File: src/rtl/video_timing_monitor.sv
// Measures line and frame timing from blanking/sync strobes and publishes
// frame-coherent totals, with a stability lock and a no-line watchdog.
module video_timing_monitor #(
    parameter int STABLE_FRAMES = 3,
    parameter int TIMEOUT_CLKS  = 4096
) (
    input  logic       clk,
    input  logic       reset,
    input  logic       ce,
    input  logic       hbl,
    input  logic       hsync,
    input  logic       vbl,
    input  logic       vsync,
    output logic [9:0] h_total,
    output logic [9:0] h_active,
    output logic [9:0] hs_width,
    output logic [9:0] v_total,
    output logic [9:0] v_active,
    output logic [9:0] vs_width,
    output logic       new_frame,
    output logic       locked,
    output logic       timeout
);
    localparam int WDW = $clog2(TIMEOUT_CLKS + 1);
    localparam logic [WDW-1:0] WD_LAST  = WDW'(TIMEOUT_CLKS - 1);
    localparam logic [WDW-1:0] WD_FULL  = WDW'(TIMEOUT_CLKS);
    localparam logic [3:0]     STABLE_N = 4'(STABLE_FRAMES);
    localparam logic [9:0]     CNT_MAX  = 10'd1023;

    localparam logic [1:0] ST_SEARCH  = 2'd0;
    localparam logic [1:0] ST_ALIGN   = 2'd1;
    localparam logic [1:0] ST_MEASURE = 2'd2;

    function automatic logic [9:0] sat_inc(input logic [9:0] v);
        return (v == CNT_MAX) ? v : v + 10'd1;
    endfunction

    logic           prev_hbl_q, prev_hbl_d;
    logic           vbl_at_lb_q, vbl_at_lb_d;
    logic [9:0]     hcnt_q, hcnt_d, hact_q, hact_d, hsw_q, hsw_d;
    logic [9:0]     vcnt_q, vcnt_d, vact_q, vact_d, vsw_q, vsw_d;
    logic [1:0]     state_q, state_d;
    logic [3:0]     stable_q, stable_d;
    logic [WDW-1:0] wd_q, wd_d;
    logic [9:0]     h_total_q, h_total_d, h_active_q, h_active_d, hs_width_q, hs_width_d;
    logic [9:0]     v_total_q, v_total_d, v_active_q, v_active_d, vs_width_q, vs_width_d;
    logic           new_frame_q, new_frame_d, locked_q, locked_d, timeout_q, timeout_d;

    logic        lb, fb, wd_hit, publish;
    logic [59:0] meas_tuple, held_tuple;

    assign lb      = ce & ~hbl & prev_hbl_q;
    assign fb      = lb & ~vbl & vbl_at_lb_q;
    // A line boundary on the threshold cycle takes priority over the watchdog.
    assign wd_hit  = ~lb & (wd_q >= WD_LAST);
    assign publish = fb & (state_q == ST_MEASURE);

    assign meas_tuple = {sat_inc(hcnt_q), hact_q, hsw_q, vcnt_q, vact_q, vsw_q};
    assign held_tuple = {h_total_q, h_active_q, hs_width_q, v_total_q, v_active_q, vs_width_q};

    always_comb begin
        prev_hbl_d  = prev_hbl_q;
        vbl_at_lb_d = vbl_at_lb_q;
        hcnt_d      = hcnt_q;
        hact_d      = hact_q;
        hsw_d       = hsw_q;
        vcnt_d      = vcnt_q;
        vact_d      = vact_q;
        vsw_d       = vsw_q;
        state_d     = state_q;
        stable_d    = stable_q;
        wd_d        = wd_q;
        {h_total_d, h_active_d, hs_width_d, v_total_d, v_active_d, vs_width_d} = held_tuple;
        new_frame_d = 1'b0;
        locked_d    = locked_q;
        timeout_d   = timeout_q;

        if (ce) begin
            prev_hbl_d = hbl;
            if (lb) begin
                hcnt_d      = 10'd0;
                hact_d      = 10'd1;
                hsw_d       = {9'd0, ~hsync};
                vbl_at_lb_d = vbl;
                if (fb) begin
                    vcnt_d = 10'd1;
                    vact_d = 10'd1;
                    vsw_d  = {9'd0, ~vsync};
                end else begin
                    vcnt_d = sat_inc(vcnt_q);
                    vact_d = vbl   ? vact_q : sat_inc(vact_q);
                    vsw_d  = vsync ? vsw_q  : sat_inc(vsw_q);
                end
            end else begin
                hcnt_d = sat_inc(hcnt_q);
                hact_d = hbl   ? hact_q : sat_inc(hact_q);
                hsw_d  = hsync ? hsw_q  : sat_inc(hsw_q);
            end
        end

        if (lb) begin
            wd_d      = '0;
            timeout_d = 1'b0;
            case (state_q)
                ST_SEARCH:  state_d = ST_ALIGN;
                ST_ALIGN:   if (fb) state_d = ST_MEASURE;
                ST_MEASURE: state_d = ST_MEASURE;
                default:    state_d = ST_SEARCH;
            endcase
        end else if (wd_hit) begin
            wd_d      = WD_FULL;
            timeout_d = 1'b1;
            locked_d  = 1'b0;
            stable_d  = 4'd0;
            state_d   = ST_SEARCH;
        end else begin
            wd_d = wd_q + WDW'(1);
        end

        if (publish) begin
            {h_total_d, h_active_d, hs_width_d, v_total_d, v_active_d, vs_width_d} = meas_tuple;
            new_frame_d = 1'b1;
            if (meas_tuple == held_tuple)
                stable_d = (stable_q >= STABLE_N) ? STABLE_N : stable_q + 4'd1;
            else
                stable_d = 4'd0;
            locked_d = (stable_d == STABLE_N);
        end
    end

    always_ff @(posedge clk) begin
        if (reset) begin
            prev_hbl_q  <= 1'b0;
            vbl_at_lb_q <= 1'b0;
            hcnt_q      <= '0;
            hact_q      <= '0;
            hsw_q       <= '0;
            vcnt_q      <= '0;
            vact_q      <= '0;
            vsw_q       <= '0;
            state_q     <= ST_SEARCH;
            stable_q    <= '0;
            wd_q        <= '0;
            h_total_q   <= '0;
            h_active_q  <= '0;
            hs_width_q  <= '0;
            v_total_q   <= '0;
            v_active_q  <= '0;
            vs_width_q  <= '0;
            new_frame_q <= 1'b0;
            locked_q    <= 1'b0;
            timeout_q   <= 1'b0;
        end else begin
            prev_hbl_q  <= prev_hbl_d;
            vbl_at_lb_q <= vbl_at_lb_d;
            hcnt_q      <= hcnt_d;
            hact_q      <= hact_d;
            hsw_q       <= hsw_d;
            vcnt_q      <= vcnt_d;
            vact_q      <= vact_d;
            vsw_q       <= vsw_d;
            state_q     <= state_d;
            stable_q    <= stable_d;
            wd_q        <= wd_d;
            h_total_q   <= h_total_d;
            h_active_q  <= h_active_d;
            hs_width_q  <= hs_width_d;
            v_total_q   <= v_total_d;
            v_active_q  <= v_active_d;
            vs_width_q  <= vs_width_d;
            new_frame_q <= new_frame_d;
            locked_q    <= locked_d;
            timeout_q   <= timeout_d;
        end
    end

    assign h_total   = h_total_q;
    assign h_active  = h_active_q;
    assign hs_width  = hs_width_q;
    assign v_total   = v_total_q;
    assign v_active  = v_active_q;
    assign vs_width  = vs_width_q;
    assign new_frame = new_frame_q;
    assign locked    = locked_q;
    assign timeout   = timeout_q;
endmodule
File: config.mk
export PLATFORM = sky130hd
export DESIGN_NAME = video_timing_monitor
export DESIGN_NICKNAME = d
export VERILOG_FILES = /design/src/rtl/video_timing_monitor.sv
export SDC_FILE = /design/constraint.sdc
export NUM_CORES = 1
export LEC_CHECK = 0
export ABC_AREA = 1
export BUFFER_PORTS_ARGS = -buffer_cell sky130_fd_sc_hd__buf_4
export CAP_MARGIN = 40
export CORE_ASPECT_RATIO = 0.5
export CORE_MARGIN = 5
export CORE_UTILIZATION = 35
export CTS_CLUSTER_SIZE = 40
export DETAILED_ROUTE_END_ITERATION = 6
export GPL_ROUTABILITY_DRIVEN = 0
export PLACE_DENSITY = 0.64
export SLEW_MARGIN = 20
export SYNTH_ARGS = -nofsm -noshare
export SYNTH_HDL_FRONTEND = slang
export SYNTH_SLANG_ARGS = --single-unit
File: constraint.sdc
create_clock -name clk -period 1.6 [get_ports clk]
set_input_delay 0.24 -clock clk [delete_from_list [all_inputs] [get_ports clk]]
set_output_delay 0.24 -clock clk [all_outputs]
set_load 0.01 [all_outputs]
==> impl_results.md, run 1 <==
- Sequential share of the synthesized area: 41.54%
- Residual DRC: 0
- First-pass GRT wire length: approximately 35 mm
- Status: complete, but fails checks
- Distinct cells, synth: 36
- Arrival @ worst endpoint: about 2.2 ns
- Place WS: -0.2829 ns
- Total track usage: between 15 and 20%
- Final setup fails: 59
- FF-to-FF setup slack: -0.31 ns
- Mapped Cells: 976
- Final instance area: between 10,000 and 15,000 sq um
- Buffers added on ports: between 60 and 70
- Largest net degree at the start of global routing: 30
- Design Power: approximately 8.4 mW
- Crit share post-route: 119.4%
- Post-synth EDFFs: 0
- Clk pwr share: 50.3%
- WL met2: approximately 12 mm
- VDD IR max: roughly 0.00083 V
- Die ar.: about 23,000 sq um
- Failing checks: negative setup slack
- Initial antenna violation count: 0
- # rows: 36
- Minimum clock period: approximately 1.9 ns
- CTS tree: built
- Initial Utilization: 35.67%
- Total grt overflow: 0
- # hold bufs at CTS: 0
- Final hold viol count: 0
- Chip height: roughly 110 um
- Required @ worst endpoint: between 1.5 and 2 ns
- Post-DRT Antenna Nets: 0
- Slew Viols, Final: 0
- Syn Area/Cell: 7.111 sq um
- N_diodes: 0
- Die width: 209.1 um
- Final net count: around 1,300
- Fmax: approximately 520 MHz
- Max-Slew Margin vs Limit: roughly three quarters
- Yosys warning total: 0
- TritonCTS buffer count: 17
- Max Cap Viol: 0
- Share of cells above drive strength 1: between 40% and 50%
- Fin Hold WS: 0.1214 ns
- Sum Neg Setup Slack: -10.29 ns
- Placed cell areas: 9432 sq um
- Syn Nets: 994
- IO Count: 70
- Max reg flops: 13
- Routed wire length per instance: between 10 and 15 um
- Worst Tran Pin Value: about 0.4 ns
- Main flop type after synthesis: dfxtp_1
- Vias per cell: between 4 and 5
- WL final: 23.19 mm
- Maximum root-to-sink buffer count: 2
- Clock slew at reported path FFs: around 0.060 ns
- Hold Path Class: in2reg
- Clk_skew: between 0.009 and 0.01 ns
- H-tree depth: 4
- Core area: 19,460 sq um
- Met3 routed WL: 1.057 mm
- Clk sinks: approximately 140
- Psw: between 1.5 and 2 mW
- Switching share of power: between 20% and 30%
- Yosys reg bits: ~140
- Synth area leader: dfxtp_1
- RSZ-0062 raised after global routing: true
- CTS root buf: clkbuf_16
- Pleak: a little over 5 nW
- Worst-skew pair later-pin latency: approximately 0.43 ns
- Most area-consuming cells after synthesis: dfxtp_1 (42%), nand2_1 (12%), a21oi_1 (7.1%)
- Critical path class: reg2reg
- Metal-1 WL: 9.822 mm
- Via count of the first global-routing pass: between 7,000 and 8,000
- Area delta synth->final: 64.07%
- CP Launch Type: flop
- Internal power contribution: 6.451 mW
- Min setup slack post-route: -0.3098 ns
- Pwr dens: around 730 nW/um^2
- Largest Register: wd_q
- Crit path capture type: flop
- Sequential share of power: between 40% and 50%
- Synth Cell Area: between 6000 and 7000 sq um
- Critical path fanouts, max: 8
- Fraction of synthesis flops using an asynchronous set or reset pin: 0%
- DR top layer: met4
- Combinational share of power: 6.2%
- Detailed Place HPWL: roughly 14 mm
- Initial DRC count: ~450
- Yosys top cell area share: between 40 and 50%
- DRT Pass-1 Iters: 6
- Via count: about 7,800
## final timing paths
kind | start | endpoint | cells after the start
max reg2reg | hsw_q[0] | hsw_q[4] | 13
max | hsw_q[0] | hsw_q[4] | 13
min | ce | prev_hbl_q | 3
min reg2reg | stable_q[3] | stable_q[3] | 2
## layout by cell type, fill, tap and decap left out, types with 24 or more instances in the layout
cell type    n
xnor2_1     28
nand3_1     24
nor3_1      26
nand2_1    180
nor2_1      63
dfxtp_1    122
xor2_1      27
inv_1       89
buf_6       26
nor2_2      24
a21oi_1     85
o21ai_0     47
nand2_2     37
buf_4      309
## metal layers
| metal | track usage, % | vias to the layer above |
|---|---|---|
| met3 | 3.592 | 43 |
| met5 | 0 | - |
| li1 | - | 3868 |
| met1 | 21.70 | 3714 |
| met4 | 7.120 | 0 |
| met2 | 33.62 | 203 |
## cells in the mapped netlist, types with 13 or more instances
cell	number
a21oi_1	99
inv_1	101
nand4_1	13
dfxtp_1	144
o21ai_0	68
nor3_1	34
xor2_1	28
clkbuf_1	18
nand2_1	219
nor2_1	96
xnor2_1	30
nand3_1	37
## cells by family (layout without fill, tap and decap cells)
group,Yosys count,after routing,synth area share (%)
XOR/XNOR,58,58,7.319
flip-flops,144,144,41.54
AND/OR/NAND/NOR,427,427,26.50
AO/OA/AOI/OAI,194,194,14.62
adder cells (fa/ha/maj),11,11,1.983
buffers and inverters,142,489,8.040
## power groups by stage
stage | Combinational (mW) | Clock (mW) | Sequential (mW)
6_report | 0.517 | 4.20 | 3.64
5_1_grt | 0.556 | 4.40 | 3.64
4_1_cts | 0.415 | 4.23 | 3.64
3_5_place_dp | 0.377 | 0 | 3.71
3_3_place_gp | 0.369 | 0 | 3.71
2_1_floorplan | 0.203 | 0 | 3.72
## through the flow
step | util, % | instances
3_5_place_dp | 48.47 | 1491
4_1_cts | 54.51 | 1556
6_report | 58.52 | 1589
5_1_grt | 58.52 | 1589
3_3_place_gp | 48.47 | 1491
2_1_floorplan | - | 976
## timing repair
action	CTS	global route
cloned	0	3
gates resized for setup	96	133
endpoints found under the setup margin	77	116
pin swaps	58	75
setup buffers	37	30
## final cells by class
type	count	area, sq um
Sequential cell	144	2930
Clock inverter	9	130.1
Multi-Input combinational cell	690	4227
Clock buffer	22	485.5
Fill cell	1639	8071
Inverter	113	454.2
Timing Repair Buffer	345	2828
Tap cell	266	332.8
## critical path: stages (launching register included)
cell and delay (ns):
dfxtp_4 0.36, ha_4 0.14, nand2_2 0.05, nor2_1 0.11
nand2_1 0.07, nor2_1 0.15, nand3_1 0.14, o21ai_2 0.20
nor2_2 0.07, nor2_4 0.12, buf_12 0.14, nor2_2 0.05
a21oi_1 0.12, nor3_1 0.06
No activity file was read; power rests on OpenSTA's default activity.
==> run 2: changes to the inputs <==
CTS_BUF_LIST = sky130_fd_sc_hd__clkbuf_8   (was not set)
==> impl_results.md, run 2 (synthesis results as in run 1) <==
- Buffers added on ports: 69 (unchanged)
- RR Startpoint: hsw_q[0]
- Arrival @ worst endpoint: 2.22 ns (about the same)
- R2R depth: 13 (unchanged)
- Status: complete, but fails checks
- Clk sinks: 144 (unchanged)
- Min setup slack post-route: -0.2788 ns (+0.03106 ns)
- First-pass GRT wire length: 34.02 mm (-1.8%)
- Area delta synth->final: 60.36%
- Total track usage: 18.13% (-0.28 points)
- Placed cell areas: 9432 sq um (unchanged)
- Initial Utilization: 35.67% (unchanged)
- Place WS: -0.2829 ns (unchanged)
- Final Util: 57.20% (-1.3 points)
- CTS root buf: clkbuf_8
- Final setup fails: 53 (-10%)
- WL final: 21.84 mm (-5.9%)
- # rows: 36 (unchanged)
- IO Count: 70 (unchanged)
- # hold bufs at CTS: 0 (unchanged)
- Sum Neg Setup Slack: -8.102 ns (+2.189 ns)
- TritonCTS buffer count: 17 (unchanged)
- Critical path class: reg2reg
- Commonest non-fill, non-tap cell in the layout: buf_4
- H-tree depth: 4 (unchanged)
- Max reg flops: 13 (unchanged)
- Pleak: 4.992 nW (-2.2%)
- Die ar.: 22,920 sq um (unchanged)
- Core area: 19,460 sq um (unchanged)
- Non-Filler Instances: 1,576 (-0.82%)
- DRT Pass-1 Iters: 5 (-1)
- Most frequent cells in the layout: buf_4 (300), nand2_1 (178), dfxtp_1 (119)
- Slowest stage delay, CP: 0.37 ns (about the same)
- Design Power: 7.369 mW (-12%)
- Vias per cell: 4.793 (-2.7%)
- Largest net degree at the start of global routing: 30 (unchanged)
- Fmax: 532.3 MHz (+1.7%)
- Required @ worst endpoint: 1.94 ns (+0.03 ns)
- Max Cap Viol: 0 (unchanged)
- Final hold viol count: 0 (unchanged)
- VDD IR max: 0.0006071 V (-27%)
- Chip height: 109.6 um (unchanged)
- FF-to-FF setup slack: -0.28 ns (+0.03 ns)
- Initial antenna violation count: 0 (unchanged)
- N_diodes: 0 (unchanged)
- Slew Viols, Final: 0 (unchanged)
- Worst-skew pair later-pin latency: 0.46 ns (+0.03 ns)
- Crit path capture type: flop
- Residual DRC: 0 (unchanged)
- Share of cells above drive strength 1: 43.28% (-0.33 points)
- Final instance area: 11,130 sq um (-2.3%)
- Routed wire length per instance: 13.85 um (-5.1%)
- Setup crit end: hsw_q[4]
- Pwr dens: 662.1 nW/um^2 (-9.8%)
- Top cell family by delay on the critical path: simple AND/OR/NAND/NOR gates
- Filler instances: 1,687 (+2.9%)
- Worst Tran Pin Value: 0.4017 ns (+0.0002991 ns)
- CTS tree: built
- Crit. path cell count: 13 (unchanged)
- Max-Slew Margin vs Limit: 73.01% (about the same)
- Clock slew at reported path FFs: 0.08 ns (+0.02 ns)
- DP Cell Count: 1,491 (unchanged)
- Clk_skew: 0.01329 ns (+0.004139 ns)
- Via count of the first global-routing pass: 7,359 (-2.3%)
- Largest Register: wd_q
- Hold Path Class: in2reg
- Total grt overflow: 0 (unchanged)
- Final net count: 1,316 (-0.98%)
- Post-DRT Antenna Nets: 0 (unchanged)
- Crit share post-route: 117.4% (-1.9 points)
- Fin Hold WS: 0.08722 ns (-0.03414 ns)
- CP startpoint: hsw_q[0]
- Die width: 209.1 um (unchanged)
- Critical path fanouts, max: 4 (-4)
- Maximum root-to-sink buffer count: 2 (unchanged)
- CP bufs+invs: 1 (unchanged)
- Detailed Place HPWL: 14.42 mm (unchanged)
- Cells along the critical path: ha_4 -> nand2_2 -> nor2_1 -> nand2_1 -> nor2_1 -> nand3_1 -> o21ai_2 -> nor2_2 -> nor2_4 -> buf_4 -> nor2_2 -> a21oi_1 -> nor3_1
- Failing checks: negative setup slack
- RSZ-0062 raised after global routing: true
- Minimum clock period: 1.879 ns (-0.03106 ns)
- CP Launch Type: flop
- Hold path cells: 3 (unchanged)
- R2R Path End: hsw_q[4]
- Via count: 7,554 (-3.5%)
- Initial DRC count: 387 (-14%)
- Slowest CP cell: dfxtp_4
[run 2: power by group]
part           switching [mW]  internal (mW)
registers              0.0315           3.60
logic                   0.291          0.225
clock network            1.46           1.76
total                    1.78           5.59
[run 2: layer usage]
| metal | up-vias | part of all wire [%] | wire length, um | global-route usage (%) |
|---|---|---|---|---|
| li1 | 3828 | - | - | - |
| met1 | 3557 | 44 | 9677 | 21.73 |
| met2 | 131 | 50 | 10970 | 32.97 |
| met3 | 38 | 3.7 | 805 | 3.278 |
| met4 | 0 | 1.8 | 383 | 6.747 |
| met5 | - | 0 | 0 | 0 |
[run 2: worst min-delay path, stage by stage]
cell and delay [ns]:
buf_4 0.10, o21ai_0 0.09, nor2_1 0.08
[run 2: timing repair]
action                                  4_1_cts  5_1_grt
buffers inserted                             30       25
endpoints found under the setup margin       77      121
pin swaps                                    47       69
cloned                                        0        2
gates resized for setup                      74      164
[run 2: layout make-up]
cell class,count,area (sq um),share of cell area (%)
tap,266,332.8,2.990
inverter,113,461.7,4.148
sequential,144,2937,26.39
clock inverter,12,167.7,1.506
timing repair buffer,332,2701,24.27
clock buffer,19,261.5,2.350
multi-input combinational,690,4268,38.35
[run 2: how the worst min path moves through the flow]
| stage | from | to | slack (ns) |
|---|---|---|---|
| after floorplan | hbl | prev_hbl_q | 0.39 |
| after global placement | wd_q[0] | wd_q[0] | 0.43 |
| after detailed placement | wd_q[0] | wd_q[0] | 0.44 |
| after CTS | ce | prev_hbl_q | 0.06 |
| after global routing | hsync | hsw_q[0] | 0.09 |
| final | ce | prev_hbl_q | 0.09 |
